[src/rtl/pcie_compliance_req_ctrl_if.sv]
// pcie_compliance_req_ctrl_if: request inputs, LTSSM status and hard-IP test controls
// Revision: 1.0
`default_nettype none

interface pcie_compliance_req_ctrl_if;
  logic       req_compliance_push_button_n;
  logic       req_compliance_soft_ctrl;
  logic       set_compliance_mode;
  logic [4:0] ltssm_state;
  logic       test_in_32_hip;
  logic       test_in_5_hip;
  logic       compl_active;
  logic       compl_timeout;
  logic [7:0] compl_entry_cnt;

  modport master (
    output req_compliance_push_button_n, req_compliance_soft_ctrl,
           set_compliance_mode, ltssm_state,
    input  test_in_32_hip, test_in_5_hip, compl_active, compl_timeout,
           compl_entry_cnt
  );

  modport slave (
    input  req_compliance_push_button_n, req_compliance_soft_ctrl,
           set_compliance_mode, ltssm_state,
    output test_in_32_hip, test_in_5_hip, compl_active, compl_timeout,
           compl_entry_cnt
  );
endinterface

`default_nettype wire

[src/rtl/pcie_compliance_req_ctrl.sv]
// pcie_compliance_req_ctrl: debounced compliance request, timed force pulses, LTSSM-confirmed entry/exit
// Revision: 1.0
`default_nettype none

module pcie_compliance_req_ctrl #(
  parameter int         DEBOUNCE_CYCLES = 65536,
  parameter int         PULSE_CYCLES    = 16,
  parameter int         TIMEOUT_CYCLES  = 1048576,
  parameter logic [4:0] LTSSM_COMPL     = 5'b00011
) (
  input  wire logic                   pld_clk,
  input  wire logic                   pld_rst,
  pcie_compliance_req_ctrl_if.slave   bus
);

  localparam int DB_W    = $clog2(DEBOUNCE_CYCLES) + 1;
  localparam int TMR_MAX = (TIMEOUT_CYCLES > PULSE_CYCLES) ? TIMEOUT_CYCLES : PULSE_CYCLES;
  localparam int TMR_W   = $clog2(TMR_MAX) + 1;

  localparam logic [DB_W-1:0]  c_DB_LAST    = DB_W'(DEBOUNCE_CYCLES - 1);
  localparam logic [TMR_W-1:0] c_TMR_MAX    = TMR_W'(TMR_MAX);
  localparam logic [TMR_W-1:0] c_PULSE_LAST = TMR_W'(PULSE_CYCLES - 1);
  localparam logic [TMR_W-1:0] c_TO_LAST    = TMR_W'(TIMEOUT_CYCLES - 1);

  typedef enum logic [2:0] {
    IDLE        = 3'd0,
    ENTER_PULSE = 3'd1,
    WAIT_ENTRY  = 3'd2,
    IN_COMPL    = 3'd3,
    EXIT_PULSE  = 3'd4,
    WAIT_EXIT   = 3'd5
  } state_t;

  logic            r_btn_s1, r_btn_s2, r_soft_s1, r_soft_s2, r_soft_d;
  logic            r_mode_s1, r_mode_s2;
  logic            r_db_level;
  logic [DB_W-1:0] r_db_cnt;
  logic            r_press;
  logic            w_btn_fall, w_soft_rise, w_ltssm_compl;

  state_t          r_state, w_next;
  logic [TMR_W-1:0] r_tmr;
  logic            r_test32, r_test5, r_active, r_timeout;
  logic [7:0]      r_entry_cnt;
  logic            w_to_set, w_to_clr, w_entry;

  // Debounced level flips on the last of DEBOUNCE_CYCLES consecutive mismatching cycles
  assign w_btn_fall    = (r_btn_s2 != r_db_level) && (r_db_cnt == c_DB_LAST) && !r_btn_s2;
  assign w_soft_rise   = r_soft_s2 && !r_soft_d;
  assign w_ltssm_compl = (bus.ltssm_state == LTSSM_COMPL);

  always_ff @(posedge pld_clk) begin
    if (pld_rst) begin
      r_btn_s1   <= 1'b1;
      r_btn_s2   <= 1'b1;
      r_soft_s1  <= 1'b0;
      r_soft_s2  <= 1'b0;
      r_soft_d   <= 1'b0;
      r_mode_s1  <= 1'b0;
      r_mode_s2  <= 1'b0;
      r_db_level <= 1'b1;
      r_db_cnt   <= '0;
      r_press    <= 1'b0;
    end else begin
      r_btn_s1  <= bus.req_compliance_push_button_n;
      r_btn_s2  <= r_btn_s1;
      r_soft_s1 <= bus.req_compliance_soft_ctrl;
      r_soft_s2 <= r_soft_s1;
      r_soft_d  <= r_soft_s2;
      r_mode_s1 <= bus.set_compliance_mode;
      r_mode_s2 <= r_mode_s1;
      if (r_btn_s2 == r_db_level) begin
        r_db_cnt <= '0;
      end else if (r_db_cnt == c_DB_LAST) begin
        r_db_level <= r_btn_s2;
        r_db_cnt   <= '0;
      end else begin
        r_db_cnt <= r_db_cnt + 1'b1;
      end
      r_press <= w_btn_fall || w_soft_rise;
    end
  end

  always_comb begin
    w_next   = r_state;
    w_to_set = 1'b0;
    w_to_clr = 1'b0;
    w_entry  = 1'b0;
    unique case (r_state)
      IDLE: begin
        if (r_press && r_mode_s2) w_next = ENTER_PULSE;
      end
      ENTER_PULSE: begin
        if (r_tmr == c_PULSE_LAST) w_next = WAIT_ENTRY;
      end
      WAIT_ENTRY: begin
        if (w_ltssm_compl) begin
          w_next   = IN_COMPL;
          w_entry  = 1'b1;
          w_to_clr = 1'b1;
        end else if (r_tmr == c_TO_LAST) begin
          w_next   = IDLE;
          w_to_set = 1'b1;
        end
      end
      IN_COMPL: begin
        // Exit is honoured even with compliance mode switched off
        if (r_press)             w_next = EXIT_PULSE;
        else if (!w_ltssm_compl) w_next = IDLE;
      end
      EXIT_PULSE: begin
        if (r_tmr == c_PULSE_LAST) w_next = WAIT_EXIT;
      end
      WAIT_EXIT: begin
        if (!w_ltssm_compl) begin
          w_next   = IDLE;
          w_to_clr = 1'b1;
        end else if (r_tmr == c_TO_LAST) begin
          w_next   = IN_COMPL;
          w_to_set = 1'b1;
        end
      end
      default: w_next = IDLE;
    endcase
  end

  always_ff @(posedge pld_clk) begin
    if (pld_rst) begin
      r_state     <= IDLE;
      r_tmr       <= '0;
      r_test32    <= 1'b0;
      r_test5     <= 1'b1;
      r_active    <= 1'b0;
      r_timeout   <= 1'b0;
      r_entry_cnt <= '0;
    end else begin
      r_state <= w_next;
      if (w_next != r_state)   r_tmr <= '0;
      else if (r_tmr != c_TMR_MAX) r_tmr <= r_tmr + 1'b1;
      r_test32 <= (w_next == ENTER_PULSE) || (w_next == EXIT_PULSE);
      r_test5  <= !r_mode_s2;
      r_active <= (w_next == IN_COMPL) || (w_next == EXIT_PULSE) || (w_next == WAIT_EXIT);
      if (w_to_set)      r_timeout <= 1'b1;
      else if (w_to_clr) r_timeout <= 1'b0;
      if (w_entry && (r_entry_cnt != 8'hFF)) r_entry_cnt <= r_entry_cnt + 8'd1;
    end
  end

  assign bus.test_in_32_hip  = r_test32;
  assign bus.test_in_5_hip   = r_test5;
  assign bus.compl_active    = r_active;
  assign bus.compl_timeout   = r_timeout;
  assign bus.compl_entry_cnt = r_entry_cnt;

endmodule

`default_nettype wire

[src/flat_wrapper.sv]
// flat-port wrapper written by rule: the top's interface ports become plain ports
module pcie_compliance_req_ctrl_flat 
#(
  parameter int         DEBOUNCE_CYCLES = 65536,
  parameter int         PULSE_CYCLES    = 16,
  parameter int         TIMEOUT_CYCLES  = 1048576,
  parameter logic [4:0] LTSSM_COMPL     = 5'b00011
)
  (pld_clk, pld_rst, bus_req_compliance_push_button_n, bus_req_compliance_soft_ctrl, bus_set_compliance_mode, bus_ltssm_state, bus_test_in_32_hip, bus_test_in_5_hip, bus_compl_active, bus_compl_timeout, bus_compl_entry_cnt);
  pcie_compliance_req_ctrl_if bus_i ();
  input  wire logic pld_clk;
  input  wire logic pld_rst;
  input wire logic [$bits(bus_i.req_compliance_push_button_n)-1:0] bus_req_compliance_push_button_n;
  input wire logic [$bits(bus_i.req_compliance_soft_ctrl)-1:0] bus_req_compliance_soft_ctrl;
  input wire logic [$bits(bus_i.set_compliance_mode)-1:0] bus_set_compliance_mode;
  input wire logic [$bits(bus_i.ltssm_state)-1:0] bus_ltssm_state;
  output wire logic [$bits(bus_i.test_in_32_hip)-1:0] bus_test_in_32_hip;
  output wire logic [$bits(bus_i.test_in_5_hip)-1:0] bus_test_in_5_hip;
  output wire logic [$bits(bus_i.compl_active)-1:0] bus_compl_active;
  output wire logic [$bits(bus_i.compl_timeout)-1:0] bus_compl_timeout;
  output wire logic [$bits(bus_i.compl_entry_cnt)-1:0] bus_compl_entry_cnt;
  assign bus_i.req_compliance_push_button_n = bus_req_compliance_push_button_n;
  assign bus_i.req_compliance_soft_ctrl = bus_req_compliance_soft_ctrl;
  assign bus_i.set_compliance_mode = bus_set_compliance_mode;
  assign bus_i.ltssm_state = bus_ltssm_state;
  assign bus_test_in_32_hip = bus_i.test_in_32_hip;
  assign bus_test_in_5_hip = bus_i.test_in_5_hip;
  assign bus_compl_active = bus_i.compl_active;
  assign bus_compl_timeout = bus_i.compl_timeout;
  assign bus_compl_entry_cnt = bus_i.compl_entry_cnt;
  pcie_compliance_req_ctrl #(.DEBOUNCE_CYCLES(DEBOUNCE_CYCLES), .PULSE_CYCLES(PULSE_CYCLES), .TIMEOUT_CYCLES(TIMEOUT_CYCLES), .LTSSM_COMPL(LTSSM_COMPL)) u_core (.pld_clk(pld_clk), .pld_rst(pld_rst), .bus(bus_i));
endmodule
[config.mk]
export PLATFORM = sky130hd
export DESIGN_NAME = pcie_compliance_req_ctrl_flat
export DESIGN_NICKNAME = d
export VERILOG_FILES = /design/src/rtl/pcie_compliance_req_ctrl_if.sv /design/src/rtl/pcie_compliance_req_ctrl.sv /design/src/flat_wrapper.sv
export SDC_FILE = /design/constraint.sdc
export NUM_CORES = 1
export LEC_CHECK = 0
export ABC_AREA = 1
export CAP_MARGIN = 20
export CORE_MARGIN = 3
export CORE_UTILIZATION = 55
export CTS_CLUSTER_SIZE = 24
export DETAILED_ROUTE_END_ITERATION = 6
export PLACE_DENSITY = 0.77
export SETUP_SLACK_MARGIN = 0.2
export SLEW_MARGIN = 25
export SYNTH_ARGS = -nofsm -noshare
export SYNTH_HDL_FRONTEND = slang
export SYNTH_SLANG_ARGS = --single-unit
[constraint.sdc]
create_clock -name pld_clk -period 2.8 [get_ports pld_clk]
set_clock_uncertainty 0.15 [all_clocks]
set_input_delay 0.28 -clock pld_clk [delete_from_list [all_inputs] [get_ports pld_clk]]
set_output_delay 0.28 -clock pld_clk [all_outputs]
set_load 0.005 [all_outputs]
Yosys cells after proc, flatten, opt, wreduce, memory -nomap -nowiden
Index checks and enable logic that the tools add are counted.

operators by class
  $add $sub $neg = 3
  equality and inequality tests = 18
  muxes and demuxes = 20
  bitwise gates (word level) = 1
  reductions and logical operators = 17

operator list
  cell                   count
  $mux 3                 9
  $add 21x1->21 const B  1
  $eq 21x20->1 const B   1
  $eq 21x4->1 const B    1
  $ne 21x21->1 const B   1
  $pmux 3 s6             1
  $add 17x1->17 const B  1
  $eq 17x16->1 const B   1
  $eq 3x3->1 const B     4
  $eq 3x2->1 const B     3
  $add 8x1->8 const B    1
  $mux 1                 8
  $ne 8x8->1 const B     1
  $eq 3x1->1 const B     2
  $eq 5x2->1 const B     1
  $logic_and 1x1->1      5
  $logic_or 1x1->1       4
  $pmux 1 s2             2
  $logic_not 1->1        3
  $logic_not 3->1        1
  $ne 3x3->1             1
  $reduce_or 3->1        1
  $reduce_and 2->1       1
  $reduce_bool 2->1      1
  4 further kinds        4

word-level totals
  register bits = 62
  input port bits = 10
  word-level logic and storage cells = 76

Depth between registers and ports, before layout
Gate-level depths: netlist of run 1.

  word-level depth = 7
  depth in mapped cells = 16

Worst setup path before layout of run 1
OpenSTA, ideal clock, no wires.

  path kind = flip-flop to flip-flop
  start point = reg u_core.r_db_cnt[0]
  end point = reg u_core.r_db_cnt[11]
  library setup time = 0.058 ns
  arrival time = 2.221 ns
  data required time = 2.592 ns
  slack = 0.371 ns
  stages on the path, launching flop included = 17
  path buffers = 0
  period minus slack after synthesis = 2.429 ns
  path through = dfxtp_1 -> ha_1 -> nand2_1 -> inv_1 -> nand2_1 -> nor2_1 -> nand4_1 -> nor2_1 -> nand4_1 -> nor2_1 -> nand2_1 -> nor2_1 -> ha_1 -> nor3_2 -> clkinv_1 -> a21oi_1 -> o21a_1

on the way
  cells in the longest elaborated chain, start to end = 2
  elaborated cells between the ends (all ways) = 3
  those cells by class = add/sub (1); eq/ne (1); reduce/logical (1)

ends and longest elaborated chain
  element                                                RTL line                        text
  start, declared                                        pcie_compliance_req_ctrl.sv:37  logic [DB_W-1:0] r_db_cnt;
  start signal, assigned                                 pcie_compliance_req_ctrl.sv:78  r_db_cnt <= r_db_cnt + 1'b1;
  branches (longest 2 deep; another with $add 17x1->17)  n/a

Several ways; the timed one is not identified.
A chain may end at the register's enable or synchronous reset.

Worst setup path in the final report of run 1
  start point = reg u_core.r_db_cnt[1]
  end point = reg u_core.r_press

on the way
  cells in the longest elaborated chain, start to end = 4

ends and longest elaborated chain
  element                          RTL line                        text
  $eq 17x16->1                     pcie_compliance_req_ctrl.sv:48  assign w_btn_fall = (r_btn_s2 != r_db_level) && (r_db_cnt == c_DB_LAST) && !r_btn_s2;
  $logic_and 1x1->1 (2 in series)  pcie_compliance_req_ctrl.sv:48
  $logic_or 1x1->1                 pcie_compliance_req_ctrl.sv:80  r_press <= w_btn_fall || w_soft_rise;
  end signal, assigned             pcie_compliance_req_ctrl.sv:80
  end, declared                    pcie_compliance_req_ctrl.sv:38  logic r_press;

No other way between the ends.

==> results of run 1 <==
[per-stage QoR]
stage / cell area (um^2) / util
3_3_place_gp: 3300 / 0.633
2_1_floorplan: 3000 / -
6_report: 3630 / 0.698
4_1_cts: 3510 / 0.675
5_1_grt: 3630 / 0.698
3_5_place_dp: 3300 / 0.633
[synth_stat cells, drive strengths merged, types with 5 or more instances]
cell type,count
xnor2,10
nor2,86
dfxtp,62
o21ai,9
nand3,21
a21oi,17
nand2,70
nor3,7
ha,5
inv,55
xor2,14
nand4,14
[per-layer routing]
layer  wire length (um)  global-route usage  part of all wire  vias to the layer above
met5                  0                   0                 0                        -
met4                 77              0.0811             0.014                        0
met3                157              0.0677             0.028                        7
met2               2930               0.341              0.51                       24
met1               2530               0.219              0.44                     1122
li1                   -                   -                 -                     1314
[state kept, by name, indices dropped and copies added, names as in the netlist, 3 cells and up]
register                    count
u_core.bus.compl_entry_cnt      8
u_core.r_db_cnt                17
u_core.r_state                  3
u_core.r_tmr                   21
[layout by cell type (no fill, tap or decap), drive strengths merged]
cell,netlist,layout
nand4,14,14
inv,55,56
o21a,2,2
o32ai,1,1
clkinvlp,0,2
nor3,7,7
dfxtp,62,62
nand3,21,21
nor2,86,86
nor3b,1,1
clkinv,2,2
o21bai,4,4
a21oi,17,17
o211ai,1,1
or2,3,3
and3,2,2
clkdlybuf4s50,0,21
o31ai,1,1
o21ai,9,9
bufinv,0,2
xor2,14,14
nor4,2,2
ha,5,5
buf,2,9
clkbuf,2,11
xnor2,10,10
nand2,70,70
[worst min-delay path by stage]
| stage | endpoint | slack [ns] |
|---|---|---|
| 6_report | u_core.r_soft_s2 | 0.26 |
| 5_1_grt | u_core.r_btn_s2 | 0.27 |
| 4_1_cts | u_core.r_soft_s2 | 0.26 |
| 3_5_place_dp | u_core.bus.test_in_5_hip | 0.24 |
| 3_3_place_gp | u_core.r_mode_s2 | 0.24 |
| 2_1_floorplan | u_core.bus.test_in_5_hip | 0.22 |
[kinds of logic after synthesis]
group | Yosys count | synth area share
AO/OA/AOI/OAI | 35 | 0.0676
XOR/XNOR | 24 | 0.0701
adder cells (fa/ha/maj) | 5 | 0.0209
buffers and inverters | 61 | 0.0818
flip-flops | 62 | 0.414
AND/OR/NAND/NOR | 206 | 0.346
[area by class of cell]
class / instances / area share
repair buffers: 30 / 0.0785
clock buffers: 11 / 0.0362
inverters: 57 / 0.0592
clock inverters: 5 / 0.0231
flip-flops and latches: 62 / 0.342
well taps: 70 / 0.0241
multi-input cells: 270 / 0.436
[worst max-delay path, stage by stage, from the launching register on]
cell	delay, ns
dfxtp_2	0.36
ha_4	0.14
nand2_2	0.05
inv_2	0.07
nand2_4	0.05
nor2_4	0.12
nand4_1	0.18
nor2_2	0.18
nand4_1	0.13
nor2_1	0.16
nand2_1	0.10
nor2_1	0.13
ha_2	0.23
buf_4	0.12
nand2_2	0.06
o32ai_2	0.25
[power by group]
group          internal [W]  switching (W)
clock network      0.000503       0.000354
logic             0.0000331      0.0000374
registers          0.000892     0.00000827
total               0.00143       0.000399
[timing repair]
item                       CTS  global route
cloned                       0             0
pin swaps                    0             9
gates resized for setup      1            28
buffers inserted             0             5
setup endpoints to repair    2            19
hold buffers                 0             0
==> summary.md, run 1 <==
| Metric | Value |
|---|---|
| Outcome | `completed` |
| Ys async rst share | `0` |
| Layout cells sized above 1 | `0.205` |
| Hold path depth | `2` |
| CP endpoint | `u_core.r_press` |
| Die width | `approximately 80 um` |
| Period Utilization, post-route | `0.919` |
| Post-Synthesis Cell Area | `0.00300 mm^2` |
| PD cells | `503 mW/mm^2` |
| Final WS setup | `0.226 ns` |
| Hold_sp | `u_core.r_soft_s1` |
| Flops & latches, synth | `62` |
| R2R Setup Slk | `0.23 ns` |
| CTS tree | `done` |
| Fill cell total of the finished layout | `about 440` |
| Final hold violations | `0` |
| Post-Place Setup Slack | `0.221 ns` |
| Crit. End Element | `flip-flop` |
| DR DRC count | `0` |
| Register clock-pin slew on the reported worst setup and hold paths | `0.07 ns` |
| Critical path origin | `u_core.r_db_cnt[1]` |
| Reg-to-reg startpoint | `u_core.r_db_cnt[1]` |
| Inst Count DP | `around 480` |
| Fin cells | `505` |
| Core area | `0.00520 mm^2` |
| Port Buffer Count | `21` |
| Cell Rows | `26` |
| Synth Net Count | `around 400` |
| Vias in the first global route | `around 2,300` |
| Via count | `2,467` |
| Final wirelength | `5690 um` |
| Average cell area after synthesis | `7.63 um^2` |
| Slew @ Worst Pin | `0.543 ns` |
| First DRT Iteration DRCs | `67` |
| H-tree depth | `3` |
| Fmax | `around 400 MHz` |
| Seq. cell area | `roughly 0.0012 mm^2` |
| Setup TNS | `0 ns` |
| Worst EP required | `2.90 ns` |
| Area leader, netlist | `dfxtp_1` |
| I/O pins | `22` |
| Die H | `79.8 um` |
| RD Place Congestion | `0.821` |
| Number of synthesized flops with an enable pin | `0` |
| CTS Root Cell | `clkbuf_8` |
| Synthesis-to-finish area growth | `21.1%` |
| Most common flop cell mapped by yosys | `dfxtp_1` |
| Largest net degree at the start of global routing | `22` |
| RR Endpoint | `u_core.r_press` |
| RSZ-0062 raised after global routing | `yes` |
| Sequential share of the synthesized area | `0.414` |
| Initial core utilization | `0.576` |
| Fin Hold WS | `roughly 0.26 ns` |
| Pleak | `1.44 nW` |
| Min Clock Period, post-route | `2.57 ns` |
| DPL Wire Length | `3910 um` |
| Worst EP arrival | `2.68 ns` |
| CTS sink count | `62` |
| Worst slew margin | `0.637` |
| Netlist cell types | `35` |
| Max Fanout on Critical Path | `3` |
| Worst Reg-to-Reg Cells | `15` |
| Antenna diodes | `0` |
| GR Overflow Total | `0` |
| Antenna violations before repair | `0` |
| Area taken by multi-input logic gates | `roughly 0.0016 mm^2` |
| Setup CP Type | `flip-flop to flip-flop` |
| Clock Latency Late Sink | `0.35 ns` |
| Mapped Cells | `393` |
| CTS Buffer Depth | `2` |
| Vias per cell | `roughly 4.9` |
| Overall Global Routing Usage | `0.197` |
| Routed WL per cell | `~11 um` |
| VDD IR max | `502 uV` |
| Overall power | `0.00183 W` |
| # setup viols final | `0` |
| Worst hold path type | `flip-flop to flip-flop` |
| Top post-synthesis cells by area | `dfxtp_1 (41%), nand2_1 (8.1%), nor2_1 (7.5%), inv_1 (6.5%), nor2_2 (4.6%)` |
| Die ar. | `0.00638 mm^2` |
| Post-route ant nets | `0` |
| Max cap viols | `0` |
| Cts bufs inserted | `9` |
| # nets final | `around 450` |
| Max-slew violations | `0` |
| First-pass GRT wire length | `9770 um` |
| First-pass iteration count of the detailed router | `4` |
| Setup crit start kind | `flip-flop` |
| Yosys warning count | `0` |
| Synth top area share | `0.414` |
(Power assumes the default switching activity.)
==> run 2: changes to the inputs <==
--- a/config.mk
+++ b/config.mk
@@ -17,3 +17,4 @@
 export SYNTH_ARGS = -nofsm -noshare
 export SYNTH_HDL_FRONTEND = slang
 export SYNTH_SLANG_ARGS = --single-unit
+export TNS_END_PERCENT = 10
==> run 2 against run 1 <==
Effect of this change:
- total power is essentially flat
- maximum frequency shrank 0.79%
- count of clock-buffer cells in the layout is the same
- combinational power shrank 1%
- sequential power is essentially flat
- final area shrank 0.55%
- hold slack is essentially flat
- cell count is the same
- critical path depth is the same
- non-clock buffer count is the same
- sequential cell count is the same
==> summary.md, run 2 (synthesis results as in run 1) <==
| Metric | Value |
|---|---|
| Worst path bufs/invs | `2` |
| Max Fanout on Critical Path | `3` |
| DR DRC count | `0` |
| Die ar. | `roughly 0.0064 mm^2` |
| Max FFs per register | `21` |
| Critical Path Slowest Stage Cell | `dfxtp_2` |
| Cell Chain, Critical Path | `ha_4 -> nand2_2 -> inv_2 -> nand2_4 -> nor2_4 -> nand4_1 -> nor2_2 -> nand4_1 -> nor2_1 -> nand2_1 -> nor2_1 -> ha_2 -> buf_4 -> nand2_1 -> o32ai_2` |
| Reg-to-reg startpoint | `u_core.r_db_cnt[1]` |
| Fin cells | `505` |
| Final wirelength | `5700 um` |
| CTS tree | `done` |
| Overall Global Routing Usage | `0.197` |
| RSZ-0062 raised after global routing | `yes` |
| Die H | `~80 um` |
| H-tree depth | `3` |
| Worst path depth | `15` |
| Met2 usage in global routing | `0.341` |
| Cell Rows | `26` |
| Min Clock Period, post-route | `2.59 ns` |
| Register clock-pin slew on the reported worst setup and hold paths | `0.07 ns` |
| Period Utilization, post-route | `0.927` |
| Crit. End Element | `flip-flop` |
| Hold buffer count at CTS | `0` |
| Max-slew violations | `0` |
| Antenna violations before repair | `0` |
| CTS Buffer Depth | `2` |
| Outcome | `completed` |
| Met3 Use GR | `0.0677` |
| Cts bufs inserted | `9` |
| Setup crit start kind | `flip-flop` |
| Vias per cell | `approximately 4.9` |
| First-pass iteration count of the detailed router | `4` |
| Busiest layer in global routing | `met2` |
| Layout cells sized above 1 | `0.191` |
| Via count | `2,463` |
| PD cells | `506 mW/mm^2` |
| CTS sink count | `62` |
| Port Buffer Count | `21` |
| RD Place Congestion | `0.821` |
| Initial core utilization | `0.576` |
| Met1 global-route usage | `0.219` |
| Clock Latency Late Sink | `about 0.35 ns` |
| R2R Setup Slk | `0.21 ns` |
| Largest net degree at the start of global routing | `22` |
| Inst Count DP | `about 480` |
| # setup viols final | `0` |
| CTS Root Cell | `clkbuf_8` |
| Slowest stage delay, CP | `0.36 ns` |
| First DRT Iteration DRCs | `81` |
| Worst EP required | `2.90 ns` |
| Pleak | `1.43 nW` |
| DPL Wire Length | `3910 um` |
| Vias in the first global route | `2,323` |
| VDD IR max | `507 uV` |
| Crit path max-delay family | `simple AND/OR/NAND/NOR gates` |
| Setup CP Type | `flip-flop to flip-flop` |
| I/O pins | `22` |
| Critical path origin | `u_core.r_db_cnt[1]` |
| Post-route ant nets | `0` |
| Die width | `between 70 and 80 um` |
| Cell Area, Placed | `0.00330 mm^2` |
| Final instance area | `0.00361 mm^2` |
| Setup TNS | `0 ns` |
| Final hold violations | `0` |
| GR Overflow Total | `0` |
| Most common cell after layout, fill and taps aside | `nand2_1` |
| Synthesis-to-finish area growth | `20.4%` |
| Worst EP arrival | `2.70 ns` |
| Max cap viols | `0` |
| # nets final | `445` |
| RR Endpoint | `u_core.r_press` |
| Core area | `0.00520 mm^2` |
| CP endpoint | `u_core.r_press` |
| Worst hold path type | `flip-flop to flip-flop` |
| Antenna diodes | `0` |
| Largest Register | `u_core.r_tmr` |
| First-pass GRT wire length | `9770 um` |
| Worst Reg-to-Reg Cells | `15` |
| Fmax | `385 MHz` |
| Worst slew margin | `0.637` |
| Commonest cells after routing, fill and taps aside | `nand2_1 (63), dfxtp_1 (60), nor2_1 (58)` |
| Routed WL per cell | `approximately 11 um` |
| Slew @ Worst Pin | `~0.54 ns` |
## run 2: changes by cell type in the layout (fill, tap and decap cells not counted)
cell	change
nand2_1	+2
nand2_2	-2
o21ai_0	+3
o21ai_1	+1
o21ai_2	-4
## run 2: repair_timing
| action | in CTS | in global routing |
|---|---|---|
| buffers inserted | 0 | 5 |
| setup endpoints to repair | 2 | 19 |
| pin swaps | 0 | 9 |
| hold endpoints to repair | 0 | 0 |
| gates resized for setup | 1 | 19 |
## run 2: how the worst min path moves through the flow
| stage | endpoint | from | depth (start not counted) |
|---|---|---|---|
| after floorplan | u_core.bus.test_in_5_hip | u_core.r_mode_s2 | 1 |
| after global placement | u_core.r_mode_s2 | u_core.r_mode_s1 | 2 |
| after detailed placement | u_core.bus.test_in_5_hip | u_core.r_mode_s2 | 1 |
| after CTS | u_core.r_soft_s2 | u_core.r_soft_s1 | 2 |
| after global routing | u_core.r_btn_s2 | u_core.r_btn_s1 | 1 |
| final | u_core.r_soft_s2 | u_core.r_soft_s1 | 2 |
## run 2: layer usage
layer	part of all wire	wire, um
met1	0.45	2550
met2	0.51	2920
met3	0.026	150
met4	0.014	77
met5	0	0
## run 2: through the flow
step                      setup slack [ns]  hold WS, ns   util  total power (W)
final                                0.206        0.255  0.694          0.00183
after global routing                0.0284        0.274  0.694          0.00190
after CTS                            0.248        0.259  0.675          0.00185
after detailed placement             0.221        0.237  0.633         0.000985
after global placement               0.342        0.241  0.633         0.000983
after floorplan                      0.371        0.217      -         0.000964
## run 2: tightest hold or removal path, cell delays in order (launching register included)
cell and delay (ns):
dfxtp_1 0.30, inv_1 0.04, nor2_1 0.03
## run 2: cell type report
cell class                      count  area [um^2]
Sequential cell                    62         1240
Clock buffer                       11          131
Tap cell                           70         87.6
Fill cell                         443         1590
Clock inverter                      5         83.8
Timing Repair Buffer               30          285
Inverter                           57          215
Multi-Input combinational cell    270         1570
## run 2: where the power goes
part           switching [W]  leakage, nW  internal, W
Clock               0.000356       0.0998     0.000503
Combinational      0.0000368        0.832    0.0000327
Sequential        0.00000823        0.503     0.000892
==> run 3: changes to the inputs <==
--- a/config.mk
+++ b/config.mk
@@ -7,11 +7,14 @@
 export LEC_CHECK = 0
 export ABC_AREA = 1
 export CAP_MARGIN = 20
+export CELL_PAD_IN_SITES_DETAIL_PLACEMENT = 1
+export CELL_PAD_IN_SITES_GLOBAL_PLACEMENT = 1
 export CORE_MARGIN = 3
-export CORE_UTILIZATION = 55
+export CORE_UTILIZATION = 43
 export CTS_CLUSTER_SIZE = 24
 export DETAILED_ROUTE_END_ITERATION = 6
-export PLACE_DENSITY = 0.77
+export PLACE_DENSITY = 0.8
+export RECOVER_POWER = 25
 export SETUP_SLACK_MARGIN = 0.2
 export SLEW_MARGIN = 25
 export SYNTH_ARGS = -nofsm -noshare
==> run 3 against run 2 <==
Effect of this change:
- largest power group unchanged
- combinational power decreased by 0.6%
- critical path type unchanged
- core utilization decreased by 14 points
- global-route usage fell by 1.1 points
- worst setup slack improved by 0.078 ns
- sequential share of layout area decreased by 0.37 points
- total power up 2.0%
- via count rose by 5.4%
- register-to-register slack improved by 0.08 ns
- count of clock-buffer cells in the layout shrank 1
==> summary.md, run 3 (synthesis results as in run 1) <==
| Metric | Value |
|---|---|
| First-pass iteration count of the detailed router | `4` |
| Worst EP arrival | `2.59 ns` |
| Slew @ Worst Pin | `0.730 ns` |
| Commonest cells after routing, fill and taps aside | `nand2_1 (63), dfxtp_1 (60), nor2_1 (57)` |
| Comb power frac | `0.037` |
| Max FFs per register | `21` |
| Synthesis-to-finish area growth | `22.0%` |
| First DRT Iteration DRCs | `52` |
| Clock group share of total power | `0.481` |
| Initial core utilization | `0.457` |
| Hold buffer count at CTS | `0` |
| Setup CP Type | `flip-flop to flip-flop` |
| First-pass GRT wire length | `11,600 um` |
| R2R Setup Slk | `0.28 ns` |
| Vias in the first global route | `2,625` |
| Port Buffer Count | `21` |
| Die width | `approximately 90 um` |
| Routed WL per cell | `13.1 um` |
| Period Utilization, post-route | `0.899` |
| Max cap viols | `0` |
| Vias per cell | `4.91` |
| Largest Register | `u_core.r_tmr` |
| Worst EP required | `around 2.9 ns` |
| Post-route ant nets | `0` |
| Hold_sp | `u_core.r_btn_s1` |
| CTS sink count | `62` |
| Most common cell after layout, fill and taps aside | `nand2_1` |
| # nets final | `445` |
| Setup crit start kind | `flip-flop` |
| Final WS setup | `approximately 0.28 ns` |
| Antenna violations before repair | `0` |
| Slowest stage delay, CP | `0.37 ns` |
| Seq. cell area | `0.00125 mm^2` |
| RR Endpoint | `u_core.r_db_cnt[7]` |
| Fmax | `397 MHz` |
| Fin cells | `528` |
| Cell Rows | `29` |
| Critical Path Slowest Stage Cell | `dfxtp_4` |
| CTS Root Cell | `clkbuf_8` |
| Net load switching power | `0.000415 W` |
| VDD IR max | `523 uV` |
| Final wirelength | `around 6900 um` |
| Inst Count DP | `505` |
| CTS Buffer Depth | `2` |
| RD Place Congestion | `0.815` |
| Register clock-pin slew on the reported worst setup and hold paths | `0.08 ns` |
| Largest net degree at the start of global routing | `22` |
| Overall Global Routing Usage | `0.185` |
| H-tree depth | `3` |
| Worst Reg-to-Reg Cells | `16` |
| Util after Layout | `0.557` |
| Max Fanout on Critical Path | `7` |
| Worst slew margin | `0.513` |
| Final hold violations | `0` |
| Via count | `2,595` |
| Clock Latency Late Sink | `about 0.34 ns` |
| Max-slew violations | `0` |
| P_int | `0.00145 W` |
| CTS tree | `done` |
| Fin Hold WS | `0.275 ns` |
| Outcome | `completed` |
| Worst hold path type | `flip-flop to flip-flop` |
| PD cells | `510 mW/mm^2` |
| Cell Chain, Critical Path | `ha_4 -> nand2_1 -> inv_2 -> nand2_2 -> nor2_4 -> nand4_1 -> nor2_1 -> nand4_1 -> nor2_2 -> nand2_2 -> nor2_4 -> ha_4 -> nor3_4 -> buf_6 -> o21ai_0 -> a21oi_1` |
| Crit path max-delay family | `simple AND/OR/NAND/NOR gates` |
| Core area | `0.00657 mm^2` |
| Die H | `89.5 um` |
| Pleak | `1.45 nW` |
| Fill cell total of the finished layout | `a little over 800` |
| I/O pins | `22` |
| Min Clock Period, post-route | `2.52 ns` |
| DPL Wire Length | `4810 um` |
| Layout cells sized above 1 | `0.193` |
| Reg power frac | `0.482` |
| Cts bufs inserted | `9` |
| Antenna diodes | `0` |
| Die ar. | `0.00801 mm^2` |
| DR DRC count | `0` |
| RSZ-0062 raised after global routing | `no` |
| GR Overflow Total | `0` |
| # setup viols final | `0` |
| Area taken by multi-input logic gates | `0.00157 mm^2` |
| Sw frac | `0.222` |
| Post-Place Setup Slack | `-0.222 ns` |
| Reg-to-reg startpoint | `u_core.r_db_cnt[0]` |
| Worst path bufs/invs | `2` |
| WHS Endpoint | `u_core.r_btn_s2` |
| Crit. End Element | `flip-flop` |
| Hold path depth | `1` |
run 3: layer usage:
layer / up-vias / GRT usage / wire length [um] / share of wire
met4: 0 / 0.0487 / 65 / 0.0094
met1: 1253 / 0.212 / 3020 / 0.44
met3: 7 / 0.0498 / 158 / 0.023
met5: - / 0 / 0 / 0
li1: 1315 / - / - / -
met2: 20 / 0.338 / 3690 / 0.53
run 3: power groups by stage:
stage / logic, W / registers [W] / clock network [W]
after CTS: 0.0000681 / 0.000900 / 0.000924
after global placement: 0.0000647 / 0.000920 / 0
after global routing: 0.0000790 / 0.000901 / 0.000965
final: 0.0000691 / 0.000900 / 0.000897
after detailed placement: 0.0000665 / 0.000921 / 0
after floorplan: 0.0000456 / 0.000918 / 0
run 3: repair_timing:
action / in CTS / in global routing
setup endpoints to repair: 14 / 19
cloned: 0 / 1
buffers inserted: 3 / 3
gates resized for setup: 4 / 18
pin swaps: 3 / 7
run 3: worst max-delay path by stage:
| stage | slack (ns) | start | end | depth (start not counted) |
|---|---|---|---|---|
| after floorplan | 0.37 | u_core.r_db_cnt[0] | u_core.r_db_cnt[11] | 16 |
| after global placement | -0.06 | u_core.r_db_cnt[0] | u_core.r_db_cnt[11] | 16 |
| after CTS | 0.24 | u_core.r_db_cnt[0] | u_core.r_db_cnt[7] | 16 |
| after global routing | 0.11 | u_core.r_db_cnt[0] | u_core.r_db_cnt[7] | 16 |
| final | 0.28 | u_core.r_db_cnt[0] | u_core.r_db_cnt[7] | 16 |
| after detailed placement | -0.22 | u_core.r_db_cnt[0] | u_core.r_db_cnt[11] | 16 |
run 3: metrics by stage:
step           total power [W]  cell area [um^2]  setup TNS (ns)
3_3_place_gp          0.000984              3310          -0.116
2_1_floorplan         0.000964              3000               0
3_5_place_dp          0.000987              3310           -1.03
6_report               0.00187              3660               0
4_1_cts                0.00189              3580               0
5_1_grt                0.00195              3660               0
run 3: cell type report:
class | count | area share
Multi-Input combinational cell | 270 | 0.429
Sequential cell | 62 | 0.341
Timing Repair Buffer | 29 | 0.0739
Inverter | 57 | 0.0595
Clock buffer | 10 | 0.0376
Tap cell | 93 | 0.0318
Clock inverter | 6 | 0.0253
Timing Repair inverter | 1 | 0.00205
